==> config.mk <==
export PLATFORM = sky130hd
export DESIGN_NAME = dadda_16_iter
export DESIGN_NICKNAME = d
export VERILOG_FILES = /design/src/rtl/dadda_pkg.sv /design/src/rtl/dadda_8.sv /design/src/rtl/dadda_16_iter.sv
export SDC_FILE = /design/constraint.sdc
export NUM_CORES = 1
export LEC_CHECK = 0
export ABC_AREA = 1
export ABC_CLOCK_PERIOD_IN_PS = 12300
export CORE_MARGIN = 2
export CORE_UTILIZATION = 40
export DETAILED_ROUTE_END_ITERATION = 8
export PLACE_DENSITY = 0.56
export SLEW_MARGIN = 40
export SYNTH_ARGS = -nofsm -noshare
export SYNTH_HDL_FRONTEND = slang
export SYNTH_SLANG_ARGS = --single-unit
==> constraint.sdc <==
create_clock -name clk -period 12.3 [get_ports clk]
set_clock_uncertainty 0.1 [all_clocks]
set_input_delay 2.46 -clock clk [delete_from_list [all_inputs] [get_ports clk]]
set_output_delay 2.46 -clock clk [all_outputs]
set_load 0.03 [all_outputs]
==> src/rtl/dadda_pkg.sv <==
// Shared definitions for the iterative 16x16 multiplier built on the 8x8 Dadda core.
package dadda_pkg;

  localparam int DADDA_IN_W = 8;
  localparam int ITER_IN_W  = 16;
  localparam int ITER_OUT_W = 32;
  localparam int NUM_STEPS  = 4;

  typedef enum logic [1:0] {
    ST_IDLE = 2'd0,
    ST_MUL  = 2'd1,
    ST_DONE = 2'd2
  } state_e;

  // Left shift applied to the byte product of a given step: lo*lo=0, cross terms=8, hi*hi=16.
  function automatic logic [4:0] step_shift(input logic [1:0] step);
    logic [4:0] sh;
    case (step)
      2'd0:    sh = 5'd0;
      2'd1:    sh = 5'd8;
      2'd2:    sh = 5'd8;
      default: sh = 5'd16;
    endcase
    return sh;
  endfunction

endpackage

==> src/rtl/dadda_8.sv <==
// Combinational 8x8 unsigned multiplier: partial-product array reduced with 3:2
// carry-save compressors, then one final carry-propagate add.
module dadda_8
  import dadda_pkg::*;
(
  input  logic [DADDA_IN_W-1:0]   in1,
  input  logic [DADDA_IN_W-1:0]   in2,
  output logic [2*DADDA_IN_W-1:0] prod
);

  localparam int PW = 2 * DADDA_IN_W;

  logic [PW-1:0] pp [DADDA_IN_W];
  logic [PW-1:0] sum_v;
  logic [PW-1:0] carry_v;
  logic [PW-1:0] maj_v;

  // Build the shifted partial products, one per multiplier bit.
  always_comb begin
    for (int i = 0; i < DADDA_IN_W; i++) begin
      pp[i] = in2[i] ? (PW'(in1) << i) : '0;
    end
  end

  // Fold partial products into a sum/carry pair; carries beyond bit 15 can be dropped
  // because the true product always fits in 16 bits.
  always_comb begin
    sum_v   = pp[0];
    carry_v = '0;
    maj_v   = '0;
    for (int i = 1; i < DADDA_IN_W; i++) begin
      maj_v   = (sum_v & carry_v) | (sum_v & pp[i]) | (carry_v & pp[i]);
      sum_v   = sum_v ^ carry_v ^ pp[i];
      carry_v = {maj_v[PW-2:0], 1'b0};
    end
    prod = sum_v + carry_v;
  end

endmodule

==> src/rtl/dadda_16_iter.sv <==
// Iterative 16x16 -> 32 unsigned multiplier. One dadda_8 core is time-shared over
// four cycles; byte products are shift-accumulated into a 32-bit register.
module dadda_16_iter
  import dadda_pkg::*;
(
  input  logic                  clk,
  input  logic                  rst,
  input  logic                  in_valid,
  output logic                  in_ready,
  input  logic [ITER_IN_W-1:0]  in1,
  input  logic [ITER_IN_W-1:0]  in2,
  output logic                  out_valid,
  input  logic                  out_ready,
  output logic [ITER_OUT_W-1:0] prod
);

  state_e                  state_q, state_d;
  logic [1:0]              step_q, step_d;
  logic [ITER_IN_W-1:0]    a_q, a_d;
  logic [ITER_IN_W-1:0]    b_q, b_d;
  logic [ITER_OUT_W-1:0]   acc_q, acc_d;

  logic [DADDA_IN_W-1:0]   core_a;
  logic [DADDA_IN_W-1:0]   core_b;
  logic [2*DADDA_IN_W-1:0] core_p;
  logic [ITER_OUT_W-1:0]   partial;

  // Step selects the byte pair: bit 1 picks the high byte of A, bit 0 the high byte of B.
  always_comb begin
    core_a  = step_q[1] ? a_q[15:8] : a_q[7:0];
    core_b  = step_q[0] ? b_q[15:8] : b_q[7:0];
    partial = {16'b0, core_p} << step_shift(step_q);
  end

  dadda_8 u_core (
    .in1  (core_a),
    .in2  (core_b),
    .prod (core_p)
  );

  // Handshake outputs; in_ready is masked by rst so it stays low while reset is held.
  always_comb begin
    in_ready  = (state_q == ST_IDLE) && !rst;
    out_valid = (state_q == ST_DONE);
    prod      = acc_q;
  end

  // Next-state, operand capture and shift-accumulate.
  always_comb begin
    // NOTE: every variable gets a hold-value default first, so no branch infers a latch.
    state_d = state_q;
    step_d  = step_q;
    a_d     = a_q;
    b_d     = b_q;
    acc_d   = acc_q;
    case (state_q)
      ST_IDLE: begin
        if (in_valid && in_ready) begin
          a_d     = in1;
          b_d     = in2;
          acc_d   = '0;
          step_d  = 2'd0;
          state_d = ST_MUL;
        end
      end
      ST_MUL: begin
        acc_d  = acc_q + partial;
        step_d = step_q + 2'd1;
        if (step_q == 2'(NUM_STEPS - 1)) begin
          state_d = ST_DONE;
        end
      end
      ST_DONE: begin
        if (out_ready) begin
          state_d = ST_IDLE;
        end
      end
      default: state_d = ST_IDLE;
    endcase
  end

  // State registers; reset aborts any operation in progress and discards the partial sum.
  always_ff @(posedge clk or posedge rst) begin
    if (rst) begin
      state_q <= ST_IDLE;
      step_q  <= 2'd0;
      a_q     <= '0;
      b_q     <= '0;
      acc_q   <= '0;
    end else begin
      // NOTE: non-blocking assignments so every flop samples pre-edge values.
      state_q <= state_d;
      step_q  <= step_d;
      a_q     <= a_d;
      b_q     <= b_d;
      acc_q   <= acc_d;
    end
  end

endmodule

== Word-level counts from Yosys, hierarchy flattened ==
Cells that the tools add are included.

* Register bits after elaboration: 68
* Input bits: 36
* Logic and storage cells: 90

* Add/sub/neg operators: 3
* Equality and inequality tests: 8
* Shift operators: 1
* Muxes and demuxes: 19
* Bitwise logic cells: 44
* Reduce and logical (&&, ||, !) cells: 10

{| class="wikitable"
|+ Operators with widths
! kind !! count
|-
| $and 15x15->15 || 16
|-
| $or 15x15->15 || 12
|-
| $xor 16x16->16 || 6
|-
| $pmux 32 s2 || 1
|-
| $add 32x32->32 || 1
|-
| $mux 32 || 1
|-
| $shl 16x5->32 || 1
|-
| $and 15x14->15 || 2
|-
| $mux 8 || 3
|-
| $add 16x16->16 || 1
|-
| $xor 16x10->16 || 1
|-
| $xor 16x11->16 || 1
|-
| $xor 16x12->16 || 1
|-
| $xor 16x13->16 || 1
|-
| $xor 16x14->16 || 1
|-
| $xor 16x15->16 || 1
|-
| $mux 15 || 1
|-
| $mux 14 || 1
|-
| $mux 13 || 1
|-
| $mux 12 || 1
|-
| $mux 11 || 1
|-
| $mux 10 || 1
|-
| $pmux 5 s2 || 1
|-
| $and 8x9->9 || 1
|-
| other kinds (17) || 27
|}

== Longest topological paths before layout ==
Gate-level depths: netlist of the first run.

* Depth in word-level cells: 25
* Gate-level depth with buffers: 36
* Depth with buffers taken out: 36

== Modules after synthesis ==
A second synthesis of the first run with hierarchy kept.

* Cell total of the unflattened synthesis: 1089
* Area total of the unflattened synthesis: 7298.2 sq um

{| class="wikitable"
|+ Modules (own cells, without submodules)
! module !! times used !! cells an instance !! area an instance (sq um) !! sequential area each (sq um)
|-
| dadda_16_iter || 1 || 861 || 5580.4 || 1701.6
|-
| dadda_8 || 1 || 228 || 1717.9 || 0.0
|}

== Worst setup path before layout of the first run ==
No wires, ideal clock.

* Path kind: reg-to-reg
* Start point: register step_q[0]
* End point: register acc_q[31], in the netlist prod[31]
* Setup time: 117 ps
* Arrival time: 6529 ps
* Slack: 5553 ps
* Cell stages (with the launch flop): 33
* Buffers on the path: 1
* Path through: dfrtp_1 buf_6 o21ai_1 nor2_1 ha_1 inv_1 fa_1 fa_1 fa_1 fa_1 fa_1 inv_1 fa_1 ha_1 fa_1 nand4_1 o211ai_1 xor2_1 o21ai_0 nor2_1 ha_1 nand2_2 inv_1 nand2_1 nand2_1 a21oi_1 nand2_2 nand2_1 nand2_1 inv_1 nand2_1 nand3_1 nand2_1

* Longest elaborated chain between the ends: 25
* Elaborated cells between the ends (all ways): 62
* Those cells by class: add/sub (2); eq/ne (2); shift (1); mux (11); bitwise (44); reduce/logical (2)

{| class="wikitable"
|+ Ends and longest elaborated chain
! what !! RTL line !! source
|-
| start, declared || dadda_16_iter.sv:18 || <nowiki>logic [1:0] step_q, step_d;</nowiki>
|-
| start signal, assigned || dadda_16_iter.sv:93 || <nowiki>step_q <= step_d;</nowiki>
|-
| $mux 8 || dadda_16_iter.sv:31 || <nowiki>core_b = step_q[0] ? b_q[15:8] : b_q[7:0];</nowiki>
|-
| $mux 8 / $mux 9 (equally long branches) || dadda_8.sv:21 || <nowiki>pp[i] = in2[i] ? (PW'(in1) << i) : '0;</nowiki>
|-
| $xor 8x9->9 / $and 8x9->9 (equally long branches) || dadda_8.sv:33, dadda_8.sv:32 ||
|-
| $and 15x15->15 || dadda_8.sv:32 || <nowiki>maj_v = (sum_v & carry_v) | (sum_v & pp[i]) | (carry_v & pp[i]);</nowiki>
|-
| $or 15x15->15 (2 in a row) || dadda_8.sv:32 ||
|-
| $and 15x15->15 || dadda_8.sv:32 ||
|-
| $or 15x15->15 (2 in a row) || dadda_8.sv:32 ||
|-
| $and 15x15->15 || dadda_8.sv:32 ||
|-
| [5 not listed] || - ||
|-
| $and 15x15->15 || dadda_8.sv:32 ||
|-
| $or 15x15->15 (2 in a row) || dadda_8.sv:32 ||
|-
| $and 15x15->15 || dadda_8.sv:32 ||
|-
| $or 15x15->15 (2 in a row) || dadda_8.sv:32 ||
|-
| $add 16x16->16 || dadda_8.sv:36 || <nowiki>prod = sum_v + carry_v;</nowiki>
|-
| $shl 16x5->32 * || dadda_16_iter.sv:32 || <nowiki>partial = {16'b0, core_p} << step_shift(step_q);</nowiki>
|-
| $add 32x32->32 * || dadda_16_iter.sv:67 || <nowiki>acc_d = acc_q + partial;</nowiki>
|-
| $pmux 32 s2 * || dadda_16_iter.sv:56 || <nowiki>case (state_q)</nowiki>
|-
| end signal, assigned || dadda_16_iter.sv:89 || <nowiki>acc_q <= '0;</nowiki>
|-
| end signal, assigned || dadda_16_iter.sv:96 || <nowiki>acc_q <= acc_d;</nowiki>
|-
| end, declared || dadda_16_iter.sv:21 || <nowiki>logic [ITER_OUT_W-1:0] acc_q, acc_d;</nowiki>
|}

Mark *: on every way between the ends. The rest lies on a longest branch, timed or not.
A chain may end at the register's enable or synchronous reset.

== Final worst setup path of the first run ==
* Start point: register step_q[1]
* End point: register acc_q[31], in the netlist prod[31]

* Longest elaborated chain between the ends: 25
* Elaborated cells between the ends (all ways): 62
* Those cells by class: add/sub (2); eq/ne (2); shift (1); mux (11); bitwise (44); reduce/logical (2)

{| class="wikitable"
|+ Ends and longest elaborated chain
! what !! RTL line !! source
|-
| $mux 8 || dadda_16_iter.sv:30 || <nowiki>core_a = step_q[1] ? a_q[15:8] : a_q[7:0];</nowiki>
|-
| $mux 8 / $mux 9 (equally long branches) || dadda_8.sv:21 ||
|-
| $xor 8x9->9 / $and 8x9->9 (equally long branches) || dadda_8.sv:33, dadda_8.sv:32 ||
|-
| $and 15x15->15 || dadda_8.sv:32 ||
|-
| $or 15x15->15 (2 in a row) || dadda_8.sv:32 ||
|-
| $and 15x15->15 || dadda_8.sv:32 ||
|-
| $or 15x15->15 (2 in a row) || dadda_8.sv:32 ||
|-
| $and 15x15->15 || dadda_8.sv:32 ||
|-
| [5 not listed] || - ||
|-
| $and 15x15->15 || dadda_8.sv:32 ||
|-
| $or 15x15->15 (2 in a row) || dadda_8.sv:32 ||
|-
| $and 15x15->15 || dadda_8.sv:32 ||
|-
| $or 15x15->15 (2 in a row) || dadda_8.sv:32 ||
|-
| $add 16x16->16 || dadda_8.sv:36 ||
|-
| $shl 16x5->32 * || dadda_16_iter.sv:32 ||
|-
| $add 32x32->32 * || dadda_16_iter.sv:67 ||
|-
| $pmux 32 s2 * || dadda_16_iter.sv:56 ||
|}

Marks and branches as above.

==> results.tsv, run 1 <==
metric	value	unit
cell row count	48	
nets	1179	
crit path DAT	8.00	ns
mapped cell area	6930	um^2
commonest cells after routing, fill and taps aside	nand2_1 (326), inv_1 (144), nor2_1 (112)	
max-cap viol count	0	
Vias	6218	
CTS Buf Count	9	
Synth Area per Inst	7.02	um^2
first-pass GRT wire length	30600	um
Final HPWL DP	15300	um
fill cell count	1828	
CP top delay family	adder cells	
IO Count	70	
share of cells above drive strength 1	7.57	%
Synth warnings	0	
Area growth syn-to-layout	17.1	%
post-layout min period	7.86	ns
most common cell after layout, fill and taps aside	nand2_1	
sequential area share after synthesis	24.5	%
final hold slack	0.411	ns
FF+latch area	1700	um^2
RePlAce Congestion	0.942	
Reg2Reg Setup Slack	4.44	ns
slowest CP cell	dfrtp_1	
CP Capture Point	prod[31]	
Setup Buffers After CTS	0	
final setup violation count	0	
vias in the first global route	6087	
Max Fclk	127	MHz
hold wc startpoint	b_q[2]	
H-Tree Depth	3	
number of distinct library cells after synthesis	38	
CP dominant cell by count	fa_1	
detailed-route DRC error count	0	
Clock Sinks	68	
initial DRC count	269	
Setup TNS Final	0	ns
unrepaired setup endpoints after global routing	false	
Worst-path clk slew	0.06	ns
worst setup path class	flop to flop	
crit path buf inv count	5	
Resize count post-CTS	0	
Setup crit start kind	flop	
port bufs	69	
Vias/cell	4.85	
CTS tree	built	
clk buf depth	2	
RR Endpoint	prod[31]	
die width	136	um
Gate Count Post-Synth	988	
worst path required time	12.45	ns
ANT cells	0	
crit-path max FO	18	
Post-synth EDFFs	0	
Hold Crit Class	flop to flop	
Hold Vio Cnt, Final	0	
WL per Instance	14.6	um
Synth Register Bits	68	
GRT Total Usage	21.4	%
Post-DRT Antenna Nets	0	
worst skew pair latency	0.36	ns
asr flop ratio synth	100	%
largest net degree at the start of global routing	69	
Slew headroom	48.2	%
worst reg-to-reg path cell count	33	
full die area	18400	um^2
reg2reg start	step_q[1]	
hold_buf cts	0	
Crit. Startpoint	step_q[1]	
Slew Viols, Final	0	
Initial Util	40.5	%
Initial DRT Pass Iterations	5	
Clock Tree Root	clkbuf_16	
net count after synthesis	1115	
Die Ht	136	um
initial antenna violation count	0	
area of the multi-input gates	4540	um^2
Crit. path cell count	33	
overall routed net length	18700	um
Worst Tran Pin Value	0.772	ns
predominant post-synthesis flop cell	dfrtp_1	
status	completed	
grt ovf	0	
CP Capture Type	flop	
Largest stage delay, worst path	0.67	ns
final worst path period share	63.9	%
Core Area	17100	um^2
==> Yosys cell counts, types with 7 or more instances <==
cell type / number / share of area [%]
a21oi_1: 62 / 4.5
buf_2: 7 / 0.51
dfrtp_1: 68 / 25
fa_1: 44 / 13
ha_1: 47 / 8.5
inv_1: 145 / 7.8
mux2_4: 17 / 3.7
nand2_1: 327 / 18
nand2_2: 14 / 1.3
nand3_1: 34 / 2.5
nor2_1: 112 / 6.1
o21ai_0: 30 / 2.2
o21ai_1: 14 / 1.0
==> state kept, by name, indices dropped and copies added (netlist names) <==
signal and cells:
prod 32, a_q 16, b_q 16, state_q 2, step_q 2
==> layout make-up <==
type                       instances  area share (%)
tap                              225            3.47
clock buffer                       9            2.77
timing repair buffer              72            8.83
inverter                         151            6.98
clock inverter                     7            1.00
sequential                        68            21.0
multi-input combinational        750            56.0
==> metal layers <==
metal,global-route usage (%),up-vias,wire length (um)
li1,-,3204,-
met1,27.3,2859,8520
met2,37.0,126,8960
met3,3.37,29,719
met4,6.94,0,499
met5,0,-,0
==> worst min path at each step <==
stage	depth (start not counted)	end
2_1_floorplan	1	a_q[15]
3_3_place_gp	2	a_q[9]
6_report	1	b_q[2]
5_1_grt	1	a_q[1]
4_1_cts	1	a_q[15]
3_5_place_dp	1	a_q[1]
==> worst reg2reg max path, delay by kind of cell (launching register included) <==
kind	cells	cell delay [ns]
xor+xnor	1	0.17
buf+inv	5	0.33
simple gates	13	1.32
fa+ha+maj	10	4.26
compound gates	4	0.90
flops	1	0.67
==> cell families after synthesis <==
group,count (synthesis),synth area share (%)
and+or+nand+nor,513,30.2
buffers and inverters,170,9.98
AOI/OAI and AO/OA,124,9.76
adders and majority gates,91,21.2
DFF,68,24.5
muxes,18,3.83
xor gates and xnor gates,4,0.505
==> stage by stage <==
step	setup WS, ns	cell area [um^2]	utilization (%)	std cells
3_3_place_gp	4.59	7810	45.6	1266
2_1_floorplan	5.55	6930	-	988
5_1_grt	3.97	8120	47.4	1282
3_5_place_dp	4.46	7810	45.6	1266
4_1_cts	4.48	8120	47.4	1282
6_report	4.44	8120	47.4	1282
Power of run 1 is not shown: default switching activity piles up to over one toggle a cycle in this logic, so the estimate is an artifact.
==> inputs of run 2 (changes only) <==
ABC_CLOCK_PERIOD_IN_PS = 6900   (was 12300)
PLACE_DENSITY = 0.59   (was 0.56)
clock period = 6.9 ns   (was 12.3 ns; I/O delays follow)
==> run 2 against run 1 <==
  * Sequential cell count is the same
  * Design area up 15%
  * Maximum frequency up 15%
  * Critical endpoint unchanged
  * Sequential share of layout area shrank 2.8 points
==> results.tsv, run 2 (synthesized netlist as in run 1, its figures left out) <==
metric	value	unit
initial DRC count	363	
Worst Hold Path EP	a_q[0]	
overall routed net length	19500	um
Post-DRT Antenna Nets	0	
Area growth syn-to-layout	34.8	%
port bufs	69	
slowest CP cell	fa_2	
RePlAce Congestion	0.938	
Worst-path clk slew	0.07	ns
FF+latch area	1700	um^2
crit-path max FO	4	
initial antenna violation count	0	
clk buf depth	2	
Initial Util	40.5	%
Slew Viols, Final	0	
final setup violation count	0	
Final HPWL DP	15300	um
Core Area	17100	um^2
post-layout min period	6.85	ns
CP dominant cell by count	fa_2	
final setup margin	0.0474	ns
fill cell count	1657	
cell row count	48	
CTS Buf Count	9	
WL per Instance	14.3	um
final worst path period share	99.3	%
first-pass GRT wire length	31200	um
grt ovf	0	
worst path required time	7.05	ns
H-Tree Depth	3	
Setup TNS Final	0	ns
area of the multi-input gates	5130	um^2
Hold Vio Cnt, Final	0	
share of cells above drive strength 1	24.8	%
CP Capture Type	flop	
Die Ht	136	um
worst skew pair latency	0.36	ns
worst setup path class	flop to flop	
Clock Tree Root	clkbuf_16	
full die area	18400	um^2
hold wc startpoint	a_q[0]	
max-cap viol count	0	
Setup crit start kind	flop	
Clock Sinks	68	
most common cell after layout, fill and taps aside	nand2_1	
CTS tree	built	
pre-CTS setup slack	-0.569	ns
crit path DAT	7.00	ns
Max Fclk	146	MHz
nets	1261	
hold_buf cts	0	
unrepaired setup endpoints after global routing	true	
worst reg-to-reg path cell count	32	
detailed-route DRC error count	0	
Reg2Reg Setup Slack	0.05	ns
Largest stage delay, worst path	0.56	ns
Initial DRT Pass Iterations	5	
vias in the first global route	6292	
post-place instance area	8360	um^2
max reg flops	32	
Hold Crit Class	flop to flop	
commonest cells after routing, fill and taps aside	nand2_1 (291), inv_1 (137), nor2_1 (88)	
ANT cells	0	
largest net degree at the start of global routing	69	
IO Count	70	
hold depth	1	
GRT Total Usage	21.7	%
die width	136	um
final instance area	9350	um^2
Vias/cell	4.83	
Slew headroom	45.1	%
RR Endpoint	prod[31]	
Vias	6593	
reg2reg start	step_q[1]	
Worst Tran Pin Value	0.823	ns
status	completed	
run 2: cell count changes in the layout (fill, tap and decap cells not counted), moves of 14 or more:
| cell | delta |
|---|---|
| buf_4 | +75 |
| nand2_1 | -35 |
| nand2_2 | +28 |
| nor2_1 | -24 |
| nor2_2 | +16 |
| o21ai_0 | -14 |
run 2: worst max-delay path, delay by kind of cell, from the launching register on:
family,cells,cell delay (ns)
flip-flops,1,0.40
adder cells (fa/ha/maj),10,4.04
XOR/XNOR,1,0.18
AO/OA/AOI/OAI,3,0.33
AND/OR/NAND/NOR,13,1.23
buffers and inverters,5,0.43
run 2: metrics by stage:
| step | utilization, % | instances | hold WS (ns) |
|---|---|---|---|
| finish | 54.6 | 1364 | 0.408 |
| global route | 54.6 | 1364 | 0.424 |
| CTS | 51.8 | 1359 | 0.409 |
| detailed placement | 48.8 | 1339 | 0.395 |
| global placement | 48.8 | 1339 | 0.394 |
| floorplan | - | 988 | 0.374 |
run 2: what timing repair did:
item | in CTS | in global routing
pin swaps | 31 | 65
resized for setup | 58 | 116
setup endpoints to repair | 22 | 22
setup buffers | 4 | 5
run 2: final cells by class:
| cell class | count | share of cell area, % |
|---|---|---|
| Clock buffer | 9 | 2.41 |
| Timing Repair Buffer | 154 | 14.6 |
| Clock inverter | 7 | 0.870 |
| Sequential cell | 68 | 18.2 |
| Tap cell | 225 | 3.01 |
| Multi-Input combinational cell | 750 | 54.9 |
| Inverter | 151 | 6.06 |
run 2: worst max path at each step:
stage                          from  endpoint  depth (start not counted)
after detailed placement  step_q[1]  prod[28]                         31
after global placement    step_q[1]  prod[31]                         33
after global routing      step_q[1]  prod[23]                         32
after floorplan           step_q[0]  prod[31]                         32
final                     step_q[1]  prod[31]                         32
after CTS                 step_q[1]  prod[22]                         33
run 2: metal layers:
layer,GRT usage [%],part of all wire [%],vias to the layer above
met1,27.5,45,3040
met5,0,0,-
met2,37.8,49,149
met4,6.48,2.1,0
met3,3.59,4.0,30
li1,-,-,3374
Power of run 2 is left out for the same reason.
==> inputs of run 3 (changes only) <==
MAX_ROUTING_LAYER = met4   (was not set)
==> run 3 against run 2 <==
  * Register-to-register slack better by 0.02 ns
  * Cell count grew 0.29%
  * Core utilization increased by 0.088 points
  * Critical endpoint unchanged
==> results.tsv, run 3 (synthesized netlist as in run 1, its figures left out) <==
metric	value	unit
grt ovf	0	
initial DRC count	308	
Largest stage delay, worst path	0.59	ns
CP Capture Type	flop	
slowest CP cell	fa_2	
GRT Total Usage	22.7	%
crit-path max FO	4	
fill cell count	1644	
nets	1265	
max-cap viol count	0	
initial antenna violation count	0	
crit path DAT	6.98	ns
Setup crit start kind	flop	
Reg2Reg Setup Slack	0.06	ns
Die Ht	136	um
RePlAce Congestion	0.935	
full die area	18400	um^2
worst setup path class	flop to flop	
CTS tree	built	
largest net degree at the start of global routing	69	
Post-DRT Antenna Nets	0	
worst reg-to-reg path cell count	32	
port bufs	69	
post-layout min period	6.84	ns
detailed-route DRC error count	0	
worst path required time	7.05	ns
final worst path period share	99.1	%
status	completed	
Clock Sinks	68	
max reg flops	32	
final setup violation count	0	
CP dominant cell by count	fa_2	
Max Fclk	146	MHz
clk buf depth	2	
hold wc startpoint	a_q[1]	
Initial DRT Pass Iterations	5	
Core Area	17100	um^2
hold depth	1	
reg2reg start	step_q[1]	
cell row count	48	
Hold Crit Class	flop to flop	
commonest cells after routing, fill and taps aside	nand2_1 (292), inv_1 (132), nor2_1 (88)	
Slew Viols, Final	0	
Worst Tran Pin Value	0.825	ns
first-pass GRT wire length	31700	um
RR Endpoint	prod[31]	
Setup TNS Final	0	ns
unrepaired setup endpoints after global routing	true	
Vias/cell	4.85	
Area growth syn-to-layout	35.1	%
H-Tree Depth	3	
die width	136	um
share of cells above drive strength 1	24.9	%
Slew headroom	45.0	%
overall routed net length	19600	um
Worst-path clk slew	0.07	ns
Final HPWL DP	15600	um
WL per Instance	14.3	um
Vias	6638	
vias in the first global route	6458	
Initial Util	40.5	%
most common cell after layout, fill and taps aside	nand2_1	
ANT cells	0	
Hold Vio Cnt, Final	0	
Clock Tree Root	clkbuf_16	
Worst Hold Path EP	a_q[1]	
IO Count	70	
worst skew pair latency	0.35	ns
CTS Buf Count	9	
run 3: changes by cell type in the layout (fill, tap and decap cells not counted), sizes merged:
cell / delta
bufbuf: +1
inv: -1
clkinvlp: +1
buf: +3
run 3: worst max path at each step:
stage / start / to / cells after the start / slack, ns
after floorplan: step_q[0] / prod[31] / 32 / 0.15
after global placement: step_q[1] / prod[31] / 33 / -0.50
after detailed placement: step_q[1] / prod[28] / 31 / -0.58
after CTS: step_q[1] / prod[24] / 28 / 0.003
after global routing: step_q[1] / prod[24] / 31 / -0.18
final: step_q[1] / prod[31] / 32 / 0.06
run 3: routing by layer:
metal | GRT usage, % | wire (um) | up-vias
met4 | 6.94 | 438 | 0
met3 | 2.51 | 651 | 30
met2 | 39.5 | 9780 | 137
li1 | - | - | 3385
met1 | 27.8 | 8710 | 3086
met5 | - | 0 | -
run 3: per-stage QoR:
stage | hold WS [ns] | worst slack [ns] | utilization [%] | cell area, um^2 | instances
5_1_grt | 0.423 | -0.180 | 54.7 | 9370 | 1368
3_5_place_dp | 0.393 | -0.578 | 48.9 | 8380 | 1340
3_3_place_gp | 0.391 | -0.502 | 48.9 | 8370 | 1340
4_1_cts | 0.411 | 0.00259 | 52.2 | 8930 | 1364
6_report | 0.408 | 0.0637 | 54.7 | 9370 | 1368
2_1_floorplan | 0.374 | 0.153 | - | 6930 | 988
run 3: worst max-delay path, delay by kind of cell (launching register included):
| family | cells | cell delay (ns) |
|---|---|---|
| compound gates | 4 | 0.43 |
| xor+xnor | 1 | 0.18 |
| fa+ha+maj | 10 | 4.08 |
| buf+inv | 5 | 0.42 |
| flops | 1 | 0.42 |
| simple gates | 12 | 1.09 |
run 3: area by class of cell:
cell class              instances  area, um^2  share of cell area (%)
multi-input cells             750        5090                    54.4
flip-flops and latches         68        1700                    18.2
repair buffers                158        1410                    15.1
inverters                     151         567                    6.05
well taps                     225         282                    3.01
clock buffers                   9         225                    2.40
clock inverters                 7        82.6                   0.882
run 3: what timing repair did:
| item | 4_1_cts | 5_1_grt |
|---|---|---|
| cloned | 1 | 0 |
| pin swaps | 30 | 46 |
| buffers inserted | 7 | 4 |
| resized for setup | 56 | 110 |
| hold buffers | 0 | 0 |
| setup endpoints to repair | 22 | 21 |
Power of run 3 is left out for the same reason.
